**src/rtl/sample_unpacker_if.sv**
```systemverilog
// Byte-wide FIFO read-side handshake shared by the FIFO and its consumer.
// Latency: none (wires only).
// Backpressure: consumer drives ready as the FIFO read enable; data/valid come from the FIFO.
interface FIFOInterface #(
    parameter int Nb = 8
);
    logic [Nb-1:0] data;
    logic          valid;
    logic          ready;

    // Consumer side: sees FIFO data/valid, returns the read enable.
    modport consumer (input data, input valid, output ready);
    // Producer side: the FIFO itself.
    modport producer (output data, output valid, input ready);
endinterface

```
**src/rtl/sample_unpacker.sv**
```systemverilog
// Reassembles MSB-first byte streams into Bytes-wide samples tagged with channel and frame-last.
// Latency: out_valid rises on the edge after the final byte of a sample is accepted.
// Backpressure: non-final bytes always accepted; final byte stalls while the output register is held.
//
// Ports:
//   clk, reset      - clock, asynchronous active-high reset
//   in              - byte stream from the FIFO (data/valid in, ready = read enable out)
//   resync          - synchronous: drop partial sample and pending output, restart at channel 0
//   out_data        - assembled sample, first byte in the MSBs
//   out_channel     - channel index of out_data
//   out_last        - out_channel is the last channel of the frame
//   out_valid/ready - registered output handshake
//   busy            - a partial sample is held
module sample_unpacker #(
    parameter int Nb    = 8,
    parameter int Bytes = 3,
    parameter int Nch   = 2,
    parameter int Cw    = (Nch > 1) ? $clog2(Nch) : 1
) (
    input  logic                  clk,
    input  logic                  reset,
    FIFOInterface.consumer        in,
    input  logic                  resync,
    output logic [Nb*Bytes-1:0]   out_data,
    output logic [Cw-1:0]         out_channel,
    output logic                  out_last,
    output logic                  out_valid,
    input  logic                  out_ready,
    output logic                  busy
);
    localparam int            Kw      = (Bytes > 1) ? $clog2(Bytes) : 1;
    localparam logic [Kw-1:0] K_LAST  = Kw'(Bytes - 1);
    localparam logic [Cw-1:0] CH_LAST = Cw'(Nch - 1);

    logic [Kw-1:0]       k;
    logic [Cw-1:0]       ch;
    logic                k_last;
    logic                accept;
    logic                final_accept;
    logic [Nb*Bytes-1:0] sample_next;

    assign k_last = (k == K_LAST);

    // The final byte may only enter when the output register is empty or
    // being emptied this cycle; resync blocks reads so its cycle loses no byte.
    assign in.ready     = !resync && (!k_last || !out_valid || out_ready);
    assign accept       = in.valid && in.ready;
    assign final_accept = accept && k_last;
    assign busy         = (k != '0);

    // Accumulator only exists for multi-byte samples; it holds the first
    // Bytes-1 bytes so the final byte completes the sample combinationally.
    generate
        if (Bytes > 1) begin : g_acc
            logic [Nb*(Bytes-1)-1:0] acc;

            always_ff @(posedge clk or posedge reset) begin
                if (reset) begin
                    acc <= '0;
                end else if (accept && !k_last) begin
                    // Shift left by one byte; the oldest byte falls off the top.
                    acc <= (Nb*(Bytes-1))'({acc, in.data});
                end
            end

            assign sample_next = {acc, in.data};
        end else begin : g_noacc
            assign sample_next = in.data;
        end
    endgenerate

    always_ff @(posedge clk or posedge reset) begin
        if (reset) begin
            k           <= '0;
            ch          <= '0;
            out_data    <= '0;
            out_channel <= '0;
            out_last    <= 1'b0;
            out_valid   <= 1'b0;
        end else if (resync) begin
            // Pending output is dropped even if downstream is ready this cycle.
            k         <= '0;
            ch        <= '0;
            out_valid <= 1'b0;
        end else begin
            if (final_accept) begin
                out_data    <= sample_next;
                out_channel <= ch;
                out_last    <= (ch == CH_LAST);
                out_valid   <= 1'b1;
                k           <= '0;
                ch          <= (ch == CH_LAST) ? '0 : ch + Cw'(1);
            end else begin
                if (accept) begin
                    k <= k + Kw'(1);
                end
                // A new final byte on the same edge keeps out_valid high (no bubble).
                if (out_valid && out_ready) begin
                    out_valid <= 1'b0;
                end
            end
        end
    end
endmodule

```
**src/flat_wrapper.sv**
```systemverilog
// flat-port wrapper written by rule: the top's interface ports become plain ports
module sample_unpacker_flat 
#(
    parameter int Nb    = 8,
    parameter int Bytes = 3,
    parameter int Nch   = 2,
    parameter int Cw    = (Nch > 1) ? $clog2(Nch) : 1
)
  (clk, reset, resync, out_data, out_channel, out_last, out_valid, out_ready, busy, in_data, in_valid, in_ready);
  FIFOInterface #(.Nb(Nb)) in_i ();
  input  logic clk;
  input  logic reset;
  input  logic resync;
  output logic [Nb*Bytes-1:0] out_data;
  output logic [Cw-1:0] out_channel;
  output logic out_last;
  output logic out_valid;
  input  logic out_ready;
  output logic busy;
  input wire logic [$bits(in_i.data)-1:0] in_data;
  input wire logic [$bits(in_i.valid)-1:0] in_valid;
  output wire logic [$bits(in_i.ready)-1:0] in_ready;
  assign in_i.data = in_data;
  assign in_i.valid = in_valid;
  assign in_ready = in_i.ready;
  sample_unpacker #(.Nb(Nb), .Bytes(Bytes), .Nch(Nch), .Cw(Cw)) u_core (.clk(clk), .reset(reset), .in(in_i), .resync(resync), .out_data(out_data), .out_channel(out_channel), .out_last(out_last), .out_valid(out_valid), .out_ready(out_ready), .busy(busy));
endmodule
```
**config.mk**
```make
export PLATFORM = sky130hd
export DESIGN_NAME = sample_unpacker_flat
export DESIGN_NICKNAME = d
export VERILOG_FILES = /design/src/rtl/sample_unpacker_if.sv /design/src/rtl/sample_unpacker.sv /design/src/flat_wrapper.sv
export SDC_FILE = /design/constraint.sdc
export NUM_CORES = 1
export LEC_CHECK = 0
export ABC_AREA = 1
export CORE_MARGIN = 2
export CORE_UTILIZATION = 50
export CTS_CLUSTER_DIAMETER = 80
export DETAILED_ROUTE_END_ITERATION = 8
export GPL_TIMING_DRIVEN = 0
export PLACE_DENSITY = 0.78
export SLEW_MARGIN = 20
export SYNTH_ARGS = -nofsm -noshare
export SYNTH_HDL_FRONTEND = slang
export SYNTH_SLANG_ARGS = --single-unit
```
**constraint.sdc**
```tcl
create_clock -name clk -period 1.4 [get_ports clk]
set_input_delay 0.21 -clock clk [delete_from_list [all_inputs] [get_ports clk]]
set_output_delay 0.21 -clock clk [all_outputs]
set_load 0.005 [all_outputs]
```
==> metrics.txt, run 1 <==
number of detailed-route iterations in the first pass 4; most common cell after layout, fill and taps aside dfrtp_1; hold_buf cts 0; YS warnings 0; ant diodes 0; antenna violations before repair 0; core outline area 0.00374 mm^2; Placed Area 0.00249 mm^2; Startpoint Class register; Nets 273; VDD IR-drop max 0.824 mV; Die ar. 0.00452 mm^2; CP cell instances buf_6 -> ha_4 -> a21oi_2 -> buf_2; total gr overflow 0; fin. max-slew vios 0; WL final 4.09 mm; average wire per standard cell 13.4 um; Setup WS post-layout -0.00202 ns; Slew headroom 77.1%; vias in the first global route 1,486; Synth Area per Inst 10.5 um^2; most frequent cells in the layout 45 x dfrtp_1, 30 x inv_1, 25 x nand2_1, 25 x o21ai_2; Critical Path End Type output port; Avg Vias per Cell 4.88; crit path DAT 1.19 ns; Max Cap Violations 0; die height 67.3 um; DRC viols 0; CP Max Fanout 4; Final Non-Filler Cells 306; final clock skew 0.00611 ns; Global Route Usage Sum 20.7%; top cells by area, synth dfrtp_1 56%, o21ai_2 11%, nand2_2 7.2%, inv_1 6.0%, nand2_1 4.7%; total power 4.14 mW; post-synthesis cell count 190; # rows 22; status finished, violations left; routed vias 1,492; Final ANT Viol Nets 0; Synth Net Count 205; Highest Clock Rate 713 MHz; area share of the largest cell type after synthesis 56.3%; initial cell density of the core 53.4%; Synth Register Bits 45; Clock transition at path regs 0.08 ns; largest area contributor in the netlist dfrtp_1; final hold violation count 0; CTS Buffer Depth 2; Critical Path RT 1.19 ns; number of CTS-inserted buffers 5; worst hold-check path type in -> async; Cells after DPL 280; Pleak 1.56 nW; CP Class reg -> out; register area share after synthesis 56.3%; pwr/cell area 1480 mW/mm^2; fin crit period 1.40 ns; Chip Width 67.3 um; CP max-delay cell dfrtp_1; RePlAce Congestion 0.744; Synth cell types 19; I/O Buffers 41; critical path's largest stage delay 0.39 ns; RSZ-0062 raised after global routing yes; DP HPWL 2.66 mm; clk_lat worst skew 0.30 ns; first-pass GRT wire length 6.73 mm; failing checks negative setup slack; Post-Syn Area 0.00200 mm^2; number of top-level pins 42; P&R area growth vs syn 39.5%; H-tree depth 2; clock root buffer clkbuf_8; DRT iter0 DRCs 61; Sinks on Clock Net 45; largest net degree at the start of global routing 31; fin area 0.00279 mm^2; share of cells above drive strength 1 36.4%; CTS tree done; endpoints failing setup 1; Slew @ Worst Pin 0.343 ns; Tcrit/Tclk final 100%
==> cell type report <==
cell class	count	area, um^2
inverter	33	126
sequential	45	1130
tap	48	60.1
fill	282	953
timing repair buffer	61	613
multi-input combinational	103	677
buffer	9	101
clock buffer	7	86.3
==> final timing paths <==
kind                            depth (start not counted)  slack, ns             endpoint           startpoint
min in group clk                                        3       0.48   u_core.out_data[2]           in_data[2]
worst min register to register                          2       0.48  u_core.out_data[17]  u_core.out_data[17]
worst max register to register                          6       0.04  u_core.g_acc.acc[0]          u_core.k[1]
max in group asynchronous                               3       0.75          u_core.k[0]                reset
worst max-delay path                                    4     -0.002             in_ready          u_core.k[1]
worst min-delay path                                    2       0.19  u_core.out_data[15]                reset
==> cells by family after synthesis <==
kind of cell,after synthesis,synth area share [%]
AOI/OAI and AO/OA,43,15.4
adders and majority gates,2,1.25
buffers and inverters,42,10.8
DFF,45,56.3
and+or+nand+nor,58,16.2
==> cell usage after synthesis <==
master     n
buf_6      6
inv_4      1
nand3_1    3
nand2b_1   1
nand3_2    1
nand2_2   23
nand4_1    1
o21ai_1   12
inv_1     32
ha_1       2
buf_4      3
a21oi_1    1
o21ai_2   25
nor2_1     2
nand3b_4   1
nand4_4    1
o21ai_0    5
nand2_1   25
dfrtp_1   45
==> state kept, by name, summed over array words and instances (netlist names) <==
register	cells
u_core.out_valid	1
u_core.out_data	24
u_core.out_channel	1
u_core.g_acc.acc	16
u_core.k	2
u_core.ch	1
==> where the power goes <==
part           leakage [nW]  total (mW)  switching (mW)  internal [mW]
combinational         0.931        1.49           0.566          0.920
clock                0.0443       0.794           0.402          0.391
sequential            0.584        1.86           0.211           1.65
total                  1.56        4.14            1.18           2.96
==> metrics by stage <==
step                      hold WS, ns  setup WS (ns)  utilization (%)  setup TNS [ns]
after detailed placement        0.475         -0.338             66.5           -5.99
after global placement          0.466         -0.743             66.0          -38.78
after CTS                       0.202        -0.0166             70.9         -0.0166
after floorplan                 0.305          0.131                -               0
after global routing            0.241        -0.0518             74.5          -0.210
final                           0.193       -0.00202             74.5        -0.00202
==> worst max-delay path: cells and delay by family, from the launching register on <==
kind            cells  cell delay [ns]
compound gates      1             0.10
fa+ha+maj           1             0.17
buf+inv             2             0.24
flops               1             0.39
==> timing repair <==
item | 4_1_cts | 5_1_grt
hold endpoints to repair | 0 | 0
pin swaps | 1 | 0
gates resized for setup | 17 | 18
buffers inserted | 9 | 9
gates cloned | 0 | 1
endpoints found under the setup margin | 40 | 26
==> metal layers <==
layer / vias up / GRT usage [%] / share of wire [%]
li1: 732 / - / -
met1: 717 / 24.2 / 44
met2: 36 / 35.9 / 49
met3: 7 / 4.83 / 4.5
met4: 0 / 9.69 / 1.8
met5: - / 0 / 0
Power figures use the tool's default switching activity.
==> inputs of run 2 (changes only) <==
==> constraint.sdc (replaced) <==
create_clock -name clk -period 1.5 [get_ports clk]
set_input_delay 0.225 -clock clk [delete_from_list [all_inputs] [get_ports clk]]
set_output_delay 0.225 -clock clk [all_outputs]
set_load 0.005 [all_outputs]
==> run 2 against run 1 <==
  * The flow now finishes without violations
  * Critical path depth did not move
  * Non-clock buffer count fell by 14
  * Flip-flop and latch count did not move
  * First-iteration DRC count rose by 9.8%
  * Combinational power fell by 19%
  * Largest cell class unchanged
  * Highest routed layer unchanged
  * Register-to-register slack improved by 0.09 ns
  * Final cell count fell by 4.6%
  * Sequential power fell by 5%
  * Routed wire length fell by 5.5%
  * Power fell by 11%
==> metrics.txt, run 2 (synthesis gave the netlist of run 1 again) <==
Tcrit/Tclk final 96.9%; fin crit period 1.45 ns; Max Cap Violations 0 (unchanged); clk_lat worst skew 0.29 ns (about the same); most common cell after layout, fill and taps aside dfrtp_1; VDD IR-drop max 0.747 mV (-9.3%); RSZ-0062 raised after global routing yes; final hold violation count 0 (unchanged); Avg Vias per Cell 4.90 (+0.51%); # rows 22 (unchanged); status complete, no violations; CP Class reg -> out; largest net degree at the start of global routing 31 (unchanged); worst path buffer plus inverter count 3 (+1); Slew headroom 77.4% (+0.24 points); Global Route Usage Sum 20.3% (-0.37 points); I/O Buffers 41 (unchanged); Worst R2R End u_core.g_acc.acc[7]; P&R area growth vs syn 31.3%; core outline area 0.00374 mm^2 (unchanged); Reg2Reg Setup Slack 0.13 ns (+0.09 ns); vias in the first global route 1,449 (-2.5%); Core Util, Final 70.2% (-4.3 points); average wire per standard cell 13.2 um (-0.95%); worst hold-check path type in -> async; first-pass GRT wire length 6.59 mm (-2.1%); max FFs per register 24 (unchanged); number of detailed-route iterations in the first pass 4 (unchanged); CTS tree done; Die ar. 0.00452 mm^2 (unchanged); fin. max-slew vios 0 (unchanged); worst reg2reg startpoint u_core.k[1]; DRC viols 0 (unchanged); CP cell instances inv_2 -> ha_1 -> inv_1 -> dlygate4sd2_1; CP Max Fanout 3 (-1); most frequent cells in the layout 45 x dfrtp_1, 38 x clkdlybuf4s50_1, 30 x inv_1; number of CTS-inserted buffers 5 (unchanged); pwr/cell area 1410 mW/mm^2 (-5.0%); Chip Width 67.3 um (unchanged); Highest Clock Rate 688 MHz; RePlAce Congestion 0.744 (unchanged); Slew @ Worst Pin 0.339 ns (-0.00361 ns); ant diodes 0 (unchanged); CTS Buffer Depth 2 (unchanged); total gr overflow 0 (unchanged); Sinks on Clock Net 45 (unchanged); fill count 297 (+5.3%); share of cells above drive strength 1 32.0% (-4.5 points); Top Registers u_core.out_data (24), u_core.g_acc.acc (16), u_core.k (2); Critical Path End Type output port; Final ANT Viol Nets 0 (unchanged); Register-to-Register Path Depth 6 (unchanged); Critical Path RT 1.27 ns (+0.08 ns); Clock transition at path regs 0.07 ns (about the same); DRT iter0 DRCs 67 (+9.8%); antenna violations before repair 0 (unchanged); DP HPWL 2.66 mm (unchanged); CP max-delay cell dfrtp_1; Top delay family on crit path flip-flops; Top reg by flops u_core.out_data; endpoints failing setup 0 (-1); initial cell density of the core 53.4% (unchanged); Setup TNS 0 ns (+0.00202 ns); die height 67.3 um (unchanged); Startpoint Class register; Pleak 1.27 nW (-19%); Nets 259 (-5.1%); crit path DAT 1.23 ns (+0.04 ns); critical path's largest stage delay 0.39 ns (about the same); clock root buffer clkbuf_8; number of top-level pins 42 (unchanged); final clock skew 0.00282 ns (-0.00329 ns); H-tree depth 2 (unchanged); WL final 3.86 mm (-5.5%); routed vias 1,431 (-4.1%)
[run 2: per-stage QoR]
stage               std cells  total power [mW]  instance area (um^2)  setup WS (ns)  hold WS, ns
global route              292              3.95                  2630        -0.0237        0.258
CTS                       290              3.74                  2610         0.0191        0.217
detailed placement        280              2.98                  2490         -0.268        0.475
floorplan                 190              2.33                  2000          0.216        0.320
global placement          279              2.94                  2470         -0.658        0.466
finish                    292              3.70                  2630         0.0464        0.212
[run 2: worst max-delay path by stage]
stage,from,end,slack (ns),depth (start not counted)
after floorplan,reset,u_core.ch,0.22,1
after global placement,reset,u_core.g_acc.acc[10],-0.66,2
after detailed placement,out_ready,in_ready,-0.27,6
after CTS,u_core.k[1],in_ready,0.02,4
after global routing,u_core.k[0],busy,-0.02,4
final,u_core.k[0],busy,0.05,4
[run 2: per-layer routing]
metal	vias to the layer above	part of all wire, %	track usage, %
met5	-	0	0
met4	0	1.9	9.69
met3	6	3.8	4.83
met2	28	51	34.7
met1	700	44	24.2
li1	697	-	-
[run 2: cell type report]
| cell class | instances | area (um^2) | area share, % |
|---|---|---|---|
| sequential | 45 | 1130 | 42.9 |
| multi-input combinational | 103 | 674 | 25.7 |
| timing repair buffer | 47 | 460 | 17.5 |
| inverter | 33 | 126 | 4.81 |
| buffer | 9 | 93.8 | 3.57 |
| clock buffer | 7 | 86.3 | 3.29 |
| tap | 48 | 60.1 | 2.29 |
[run 2: power breakdown]
| part | internal, mW | switching, mW |
|---|---|---|
| combinational | 0.749 | 0.459 |
| sequential | 1.54 | 0.221 |
| clock | 0.365 | 0.369 |
| total | 2.66 | 1.05 |
[run 2: timing repair]
item | in CTS | in global routing
gates resized for setup | 9 | 2
buffers inserted | 3 | 2
setup endpoints to repair | 3 | 2
hold buffers | 0 | 0
==> inputs of run 3 (changes only) <==
--- a/config.mk
+++ b/config.mk
@@ -6,13 +6,14 @@
 export NUM_CORES = 1
 export LEC_CHECK = 0
 export ABC_AREA = 1
+export CAP_MARGIN = 15
 export CORE_MARGIN = 2
 export CORE_UTILIZATION = 50
 export CTS_CLUSTER_DIAMETER = 80
 export DETAILED_ROUTE_END_ITERATION = 8
 export GPL_TIMING_DRIVEN = 0
 export PLACE_DENSITY = 0.78
-export SLEW_MARGIN = 20
+export SLEW_MARGIN = 15
 export SYNTH_ARGS = -nofsm -noshare
 export SYNTH_HDL_FRONTEND = slang
 export SYNTH_SLANG_ARGS = --single-unit
==> results of run 3 <==
Final layout, timing and power as in run 2 (identical DEF).
